File: src/rtl/gcd_arbiter.sv
// Round-robin front end that shares one GCD core among N_REQ requesters.
// Zero operands are answered locally without touching the core.
module gcd_arbiter #(
    parameter int WIDTH = 8,
    parameter int N_REQ = 4,
    localparam int IDW  = (N_REQ > 1) ? $clog2(N_REQ) : 1
) (
    input  logic                   sys_clk,
    input  logic                   sys_rst,
    input  logic [N_REQ-1:0]       req_valid,
    input  logic [N_REQ*WIDTH-1:0] req_a,
    input  logic [N_REQ*WIDTH-1:0] req_b,
    output logic [N_REQ-1:0]       req_grant,
    input  logic                   core_input_available,
    output logic                   core_input_ready,
    output logic [WIDTH-1:0]       core_operand_A,
    output logic [WIDTH-1:0]       core_operand_B,
    input  logic                   core_result_rdy,
    input  logic [WIDTH-1:0]       core_result_data,
    output logic                   core_result_taken,
    output logic                   rsp_valid,
    output logic [IDW-1:0]         rsp_id,
    output logic [WIDTH-1:0]       rsp_data,
    input  logic                   rsp_ready
);

    typedef enum logic [1:0] {IDLE, ISSUE, WAIT, RESP} state_t;

    state_t           r_state;
    logic [IDW-1:0]   r_rr_ptr;
    logic [IDW-1:0]   r_id;
    logic [WIDTH-1:0] r_op_a;
    logic [WIDTH-1:0] r_op_b;
    logic [WIDTH-1:0] r_rsp_data;
    logic             r_core_start;
    logic             r_rsp_valid;
    logic             r_bypass;

    logic             w_any;
    logic [IDW-1:0]   w_win;
    logic [IDW-1:0]   w_next_ptr;
    logic             w_grant_en;
    logic [WIDTH-1:0] w_a;
    logic [WIDTH-1:0] w_b;
    logic             w_bypass;
    logic [WIDTH-1:0] w_byp_res;

    // First asserted requester at or after r_rr_ptr, wrapping modulo N_REQ.
    always_comb begin
        int idx;
        idx   = 0;
        w_any = 1'b0;
        w_win = '0;
        for (int k = 0; k < N_REQ; k++) begin
            idx = int'(r_rr_ptr) + k;
            if (idx >= N_REQ) idx = idx - N_REQ;
            if (!w_any && req_valid[idx]) begin
                w_any = 1'b1;
                w_win = IDW'(idx);
            end
        end
    end

    assign w_next_ptr = (int'(w_win) == N_REQ - 1) ? '0 : w_win + 1'b1;
    assign w_a        = req_a[int'(w_win)*WIDTH +: WIDTH];
    assign w_b        = req_b[int'(w_win)*WIDTH +: WIDTH];
    assign w_bypass   = (w_a == '0) || (w_b == '0);
    assign w_byp_res  = (w_a == '0) ? w_b : w_a;
    assign w_grant_en = (r_state == IDLE) && core_input_available && w_any && !sys_rst;

    assign req_grant         = w_grant_en ? (N_REQ'(1) << w_win) : '0;
    assign core_result_taken = (r_state == RESP) && rsp_ready && !r_bypass && !sys_rst;
    assign core_input_ready  = r_core_start;
    assign core_operand_A    = r_op_a;
    assign core_operand_B    = r_op_b;
    assign rsp_valid         = r_rsp_valid;
    assign rsp_id            = r_id;
    assign rsp_data          = r_rsp_data;

    always_ff @(posedge sys_clk) begin
        if (sys_rst) begin
            r_state      <= IDLE;
            r_rr_ptr     <= '0;
            r_id         <= '0;
            r_op_a       <= '0;
            r_op_b       <= '0;
            r_rsp_data   <= '0;
            r_core_start <= 1'b0;
            r_rsp_valid  <= 1'b0;
            r_bypass     <= 1'b0;
        end else begin
            r_core_start <= 1'b0;
            case (r_state)
                IDLE: begin
                    if (w_grant_en) begin
                        r_id     <= w_win;
                        r_rr_ptr <= w_next_ptr;
                        r_bypass <= w_bypass;
                        if (w_bypass) begin
                            r_rsp_data  <= w_byp_res;
                            r_rsp_valid <= 1'b1;
                            r_state     <= RESP;
                        end else begin
                            r_op_a       <= w_a;
                            r_op_b       <= w_b;
                            r_core_start <= 1'b1;
                            r_state      <= ISSUE;
                        end
                    end
                end
                ISSUE: r_state <= WAIT;
                WAIT: begin
                    if (core_result_rdy) begin
                        r_rsp_data  <= core_result_data;
                        r_rsp_valid <= 1'b1;
                        r_state     <= RESP;
                    end
                end
                RESP: begin
                    if (rsp_ready) begin
                        r_rsp_valid <= 1'b0;
                        r_state     <= IDLE;
                    end
                end
                default: r_state <= IDLE;
            endcase
        end
    end

endmodule

File: config.mk
export PLATFORM = sky130hd
export DESIGN_NAME = gcd_arbiter
export DESIGN_NICKNAME = d
export VERILOG_FILES = /design/src/rtl/gcd_arbiter.sv
export SDC_FILE = /design/constraint.sdc
export NUM_CORES = 1
export LEC_CHECK = 0
export ABC_CLOCK_PERIOD_IN_PS = 4600
export CORE_MARGIN = 10
export CORE_UTILIZATION = 29
export DETAILED_ROUTE_END_ITERATION = 8
export GPL_ROUTABILITY_DRIVEN = 1
export GPL_TIMING_DRIVEN = 0
export PLACE_DENSITY_LB_ADDON = 0.05
export REMOVE_ABC_BUFFERS = 1
export SETUP_SLACK_MARGIN = 0.05
export SLEW_MARGIN = 10
export SYNTH_ARGS = -nofsm -noshare
export SYNTH_HDL_FRONTEND = slang
export SYNTH_SLANG_ARGS = --single-unit
File: constraint.sdc
create_clock -name sys_clk -period 4.6 [get_ports sys_clk]
set_input_delay 1.38 -clock sys_clk [delete_from_list [all_inputs] [get_ports sys_clk]]
set_output_delay 1.38 -clock sys_clk [all_outputs]
set_load 0.1 [all_outputs]
==> results of run 1 <==
-- layout by cell type, fill, tap and decap left out, types with 3 or more instances in the layout --
| master | netlist | routed |
|---|---|---|
| inv_1 | 4 | 4 |
| a221oi_1 | 6 | 5 |
| dfxtp_1 | 33 | 33 |
| clkbuf_8 | 0 | 7 |
| nor3b_1 | 6 | 6 |
| nor3_1 | 13 | 12 |
| nor2_1 | 27 | 26 |
| a211oi_1 | 10 | 10 |
| nor4_1 | 10 | 7 |
| and2_4 | 1 | 3 |
| a32oi_2 | 0 | 4 |
| ha_1 | 8 | 8 |
| clkdlybuf4s50_1 | 0 | 103 |
| nand3_1 | 12 | 12 |
| nor2b_1 | 22 | 18 |
| mux2i_1 | 24 | 24 |
| a22oi_1 | 10 | 10 |
| nor4_2 | 0 | 3 |
| a21bo_2 | 6 | 6 |
| buf_12 | 1 | 3 |
| dlygate4sd2_1 | 0 | 3 |
| buf_4 | 2 | 11 |
| nand2_1 | 26 | 25 |
| a21oi_1 | 18 | 18 |
| nor2b_4 | 0 | 3 |
| mux2_2 | 9 | 9 |
-- area by class of cell --
cell class / count / area, sq um
repair buffers: 125 / 1237
clock inverters: 1 / 5.005
clock buffers: 7 / 96.34
fillers: 808 / 4258
inverters: 7 / 38.79
well taps: 105 / 131.4
multi-input cells: 238 / 1789
flip-flops and latches: 33 / 660.6
-- cell families after synthesis --
logic type                 Yosys count  share of synthesized area (%)
AOI/OAI and AO/OA                   65                          19.58
adders and majority gates            8                          4.080
buffers and inverters               33                          8.464
DFF                                 33                          26.92
muxes                               33                          13.92
and+or+nand+nor                    128                          27.03
-- what timing repair did --
item                                    CTS  global route
resized for setup                        68            12
cloned                                    4             0
buffers inserted                          9             2
endpoints found under the setup margin   33            30
pin swaps                                 5             1
endpoints found under the hold margin     0             0
-- sequential cells by signal (all words and copies together) (netlist names) --
register	count
rsp_data	8
r_state	2
core_operand_A	8
rsp_id	2
r_bypass	1
rsp_valid	1
core_input_ready	1
r_rr_ptr	2
core_operand_B	8
-- where the power goes --
| part | total (mW) | internal [mW] | switching [mW] |
|---|---|---|---|
| Combinational | 1.30 | 0.448 | 0.849 |
| Sequential | 0.402 | 0.359 | 0.0431 |
| Clock | 0.248 | 0.135 | 0.113 |
| Total | 1.95 | 0.942 | 1.01 |
-- critical path, delay by kind of cell --
kind / cells / cell delay (ps)
adder cells (fa/ha/maj): 1 / 190
AND/OR/NAND/NOR: 4 / 1080
buffers and inverters: 2 / 440
-- metal layers --
layer / vias up / track usage [%]
met3: 7 / 6.227
met2: 106 / 22.14
met4: 0 / 3.130
met1: 1219 / 18.45
li1: 1313 / -
met5: - / 0
-- path summary, 6_finish.rpt --
| kind | to | depth (start not counted) |
|---|---|---|
| hold / removal | rsp_id[1] | 2 |
| setup / recovery | req_grant[0] | 7 |
| setup reg to reg | rsp_data[3] | 11 |
| hold reg to reg | rsp_id[1] | 2 |
-- stage by stage --
stage          instances  TNS, ps  hold WS (ps)
6_report             516        0         455.0
5_1_grt              516        0         485.2
4_1_cts              514        0         460.7
3_5_place_dp         493   -57090         450.3
3_3_place_gp         492   -74940         443.1
2_1_floorplan        274   -14060         470.8
==> run summary, run 1 <==
Status - finished, final reports clean
Post-layout util - 48.18%
Total routed wirelength - 9525 microns
Detailed-route via count - 2,645
CP Max Fanout - 5
Top post-synthesis cells by count - dfxtp_1 (33), nor2_1 (27), nand2_1 (26)
Vias/cell - 5.126
Drt first pass iters - 4
Worst Skew - 6.247 ps
Routability Congestion - 0.7868
Max-capacitance violation count - 0
Top cells by area, synth - dfxtp_1 (27%), mux2i_1 (9.8%), nor2b_1 (5.6%), mux2_2 (4.1%), nor2_1 (4.1%)
Worst Tran Pin Value - 1024 ps
Root Buffer - clkbuf_8
Post-synth ARST share - 0%
Synthesized area per cell - 8.179 sq um
Post-route ant nets - 0
CP max stage delay - 560 ps
Routed WL per cell - 18.46 microns
Post-route clock period utilization - 97.43%
CTS H-Tree Depth - 2
Synth warn - 0
Synth Register Bits - 33
Hold Fails Final Rpt - 0
Yosys top cell by area - dfxtp_1
EDFF count, synth - 0
Final setup fails - 0
Hold Path Class - reg2reg
First-pass GRT wire length - 14,920 microns
CP Capture Type - output pin
Final Cell Area - 3959 sq um
Unique masters post-synth - 43
Gr usage total - 14.49%
Met2 wire length - 4118 microns
Crit path DAT - 3100 ps
Slew headroom - 31.52%
Largest net degree at the start of global routing - 46
Initial antenna violation count - 0
Most frequent cell after synthesis - dfxtp_1
Worst Setup SP - req_valid[2]
IO buf count - 113
Sequential share of the synthesized area - 26.93%
Routed length on met1 - 4369 microns
Ports - 114
Area share of the largest cell type after synthesis - 26.93%
Core footprint - 8217 sq um
Number of remaining DRC errors - 0
Die H - 112.0 microns
# hold bufs at CTS - 0
Nets@finish - 499
Diode count - 0
Cell Area, Synth - 2454 sq um
PwrDens - 492.1 nW/um^2
RSZ-0062 raised after global routing - false
Worst Hold Launch - rsp_id[1]
Clock slew at reported path FFs - 70 ps
Reg2Reg Launch Point - r_rr_ptr[1]
Row count - 33
Worst-skew pair later-pin latency - 290 ps
Synthesized instance count - 300
Post-synth top flop - dfxtp_1
Max Clock Freq - 223.1 MHz
CTS tree - built
Worst setup margin - 118.3 ps
Die area - 12,540 sq um
CTS Buf Count - 5
Uppermost layer routed - met4
Leakage - 1.625 nW
Critical path type - in2out
Vias in the first global route - 2,632
Crit path cell chain - dlygate4sd2_1, nor2b_4, or4b_4, and2_4, ha_1, and2_1, buf_6
Area Growth Syn to Fin - 61.35%
Chip width - 112.0 microns
Met3 routed WL - 945 microns
CP Launch Type - input pin
CTS max path bufs - 2
R2r setup slk - 890 ps
Power Total - 1.948 mW
Placed cell area - 3543 sq um
GRT overflow - 0
Starting Density - 29.86%
Max Slew Vio Count - 0
Worst endpoint required time - 3220 ps
Final min period - 4482 ps
Pre-CTS setup slack - -2107 ps
Share of cells above drive strength 1 - 18.25%
Slowest cell on crit path - or4b_4
Sink Count - 33
HPWL Detailed - 6633 microns
Worst vdd ir - 0.0002134 V
Starting DRT DRC Count - 82
Power figures use the tool's default switching activity.
==> inputs of run 2 (changes only) <==
CAP_MARGIN = 25   (was default)
==> results of run 2 <==
Final layout, timing and power as in run 1 (identical DEF).
==> variant, RTL diff (config.mk and constraints of run 2) <==
Encoding of `state_t`: now one-hot (4 bits for 4 states).
--- a/src/rtl/gcd_arbiter.sv
+++ b/src/rtl/gcd_arbiter.sv
@@ -26,3 +26,3 @@
 
-    typedef enum logic [1:0] {IDLE, ISSUE, WAIT, RESP} state_t;
+    typedef enum logic [3:0] {IDLE = 4'b0001, ISSUE = 4'b0010, WAIT = 4'b0100, RESP = 4'b1000} state_t;
 
Behaviour: same outputs for any inputs over 4 cycles, from zero or initial values and one cycle with sys_rst high; so few cycles prove little.
==> variant against run 2 <==
Synthesized cell count decreased by 3.3%. Sequential cell count increased by 2. Worst hold slack better by 0.0018 ns. Area after synthesis shrank 2.4%. Wire length is 11% lower. Design area decreased by 1.8%. Setup slack gained 0.076 ns.
Power is not compared: it rests on default switching activity, and its combinational part moved more than twofold at a synthesized area within 25%.
==> variant: results (changes against run 2) <==
status=completed; CP startpoint=rsp_ready; worst setup path end=core_result_taken; combinational share of power=roughly 50%; DR pass1 iterations=5 (+1); DR WL met2=4087 um (-0.75%); GRT met2 Usage=22.13% (about the same); Clock Skew=0.005241 ns (-0.001006 ns); pre-CTS setup slack=-2.067 ns (+0.03981 ns); Worst-Margin Slew=1.020 ns (-0.003570 ns); Area contributors post-synth=dfxtp_1 (29%), mux2i_1 (16%), nor2_1 (6.1%); placed inst area=0.003553 mm^2 (+0.28%); Distinct cells, synth=51 (+19%); initial DRC count=112 (+37%); M1 GR Usage=15.77% (-2.7 points); RePlAce Congestion=0.7683 (-2.4%); Total Nets Final=496 (-0.60%); crit-path max FO=4 (-1); Filler cells=826 (+2.2%); CP arrival=3.03 ns (-0.07 ns); sequential element share of the synthesized area=29.27% (+2.3 points); dpl hpwl=6444 um (-2.9%); most frequent cells after synthesis=mux2i_1 (39), nor2_1 (39), dfxtp_1 (35); gr usage total=13.26% (-1.2 points); first-pass GRT wire length=13460 um (-9.8%); Tmin final=4.406 ns (-0.07561 ns); CP top delay family=buffers and inverters; initial antenna violation count=0 (unchanged); post-CTS resize count=46 (-32%); R2R cell count=12 (+1); critical path's slowest cell=dlygate4sd2_1; vias in the first global route=2491 (-5.4%); proportion of layout cells with a drive suffix above 1=15.82% (-2.4 points); reg2reg setup slack=1.34 ns (+0.45 ns); met1 wire length=3669 um (-16%); max incr delay on CP=0.88 ns (+0.32 ns); Post-CTS Setup Inserts=10 (+1)
==> variant: cell count changes in the layout (fill, tap and decap cells not counted), sizes merged, moves of 7 or more <==
cell / run 2 / this run
a211oi: 10 / 0
a22oi: 10 / 1
and2: 6 / 13
mux2i: 24 / 39
nand2: 27 / 10
nand2b: 0 / 14
nand3: 12 / 29
nor2: 27 / 39
nor2b: 22 / 2
nor3: 14 / 5
nor4: 10 / 0
o21ai: 2 / 16
o31ai: 0 / 7
or2: 0 / 7
==> variant: cells by family after synthesis <==
logic type	Yosys count	synth area share, %
and+or+nand+nor	129	28.02
AOI/OAI and AO/OA	50	14.06
muxes	48	20.70
DFF	35	29.27
buffers and inverters	24	5.854
adders and majority gates	4	2.091
==> variant: worst min-delay path by stage <==
stage | slack (ns) | start | end | cells after the start
2_1_floorplan | 0.47 | r_bypass | r_bypass | 2
3_3_place_gp | 0.44 | core_operand_B[5] | core_operand_B[5] | 2
3_5_place_dp | 0.45 | core_operand_B[3] | core_operand_B[3] | 2
4_1_cts | 0.46 | core_operand_B[3] | core_operand_B[3] | 2
5_1_grt | 0.48 | core_operand_B[3] | core_operand_B[3] | 2
6_report | 0.46 | core_operand_B[7] | core_operand_B[7] | 2
==> variant: area by class of cell <==
class,instances,area share [%]
timing repair buffer,129,33.50
clock buffer,6,2.124
timing repair inverter,3,0.6115
multi-input combinational,231,41.13
clock inverter,1,0.1287
inverter,6,1.094
tap,105,3.379
sequential,35,18.02
==> variant: worst register-to-register path: cells and delay by family, from the launching register on <==
family,cells,cell delay [ns]
compound gates,2,0.55
buf+inv,3,0.46
flops,1,0.44
mux,2,0.42
simple gates,5,1.24
==> variant: metrics by stage <==
stage               TNS [ns]  std cells
floorplan             -1.297        272
global placement      -44.77        490
detailed placement    -39.81        491
CTS                        0        511
global route               0        516
finish                     0        516
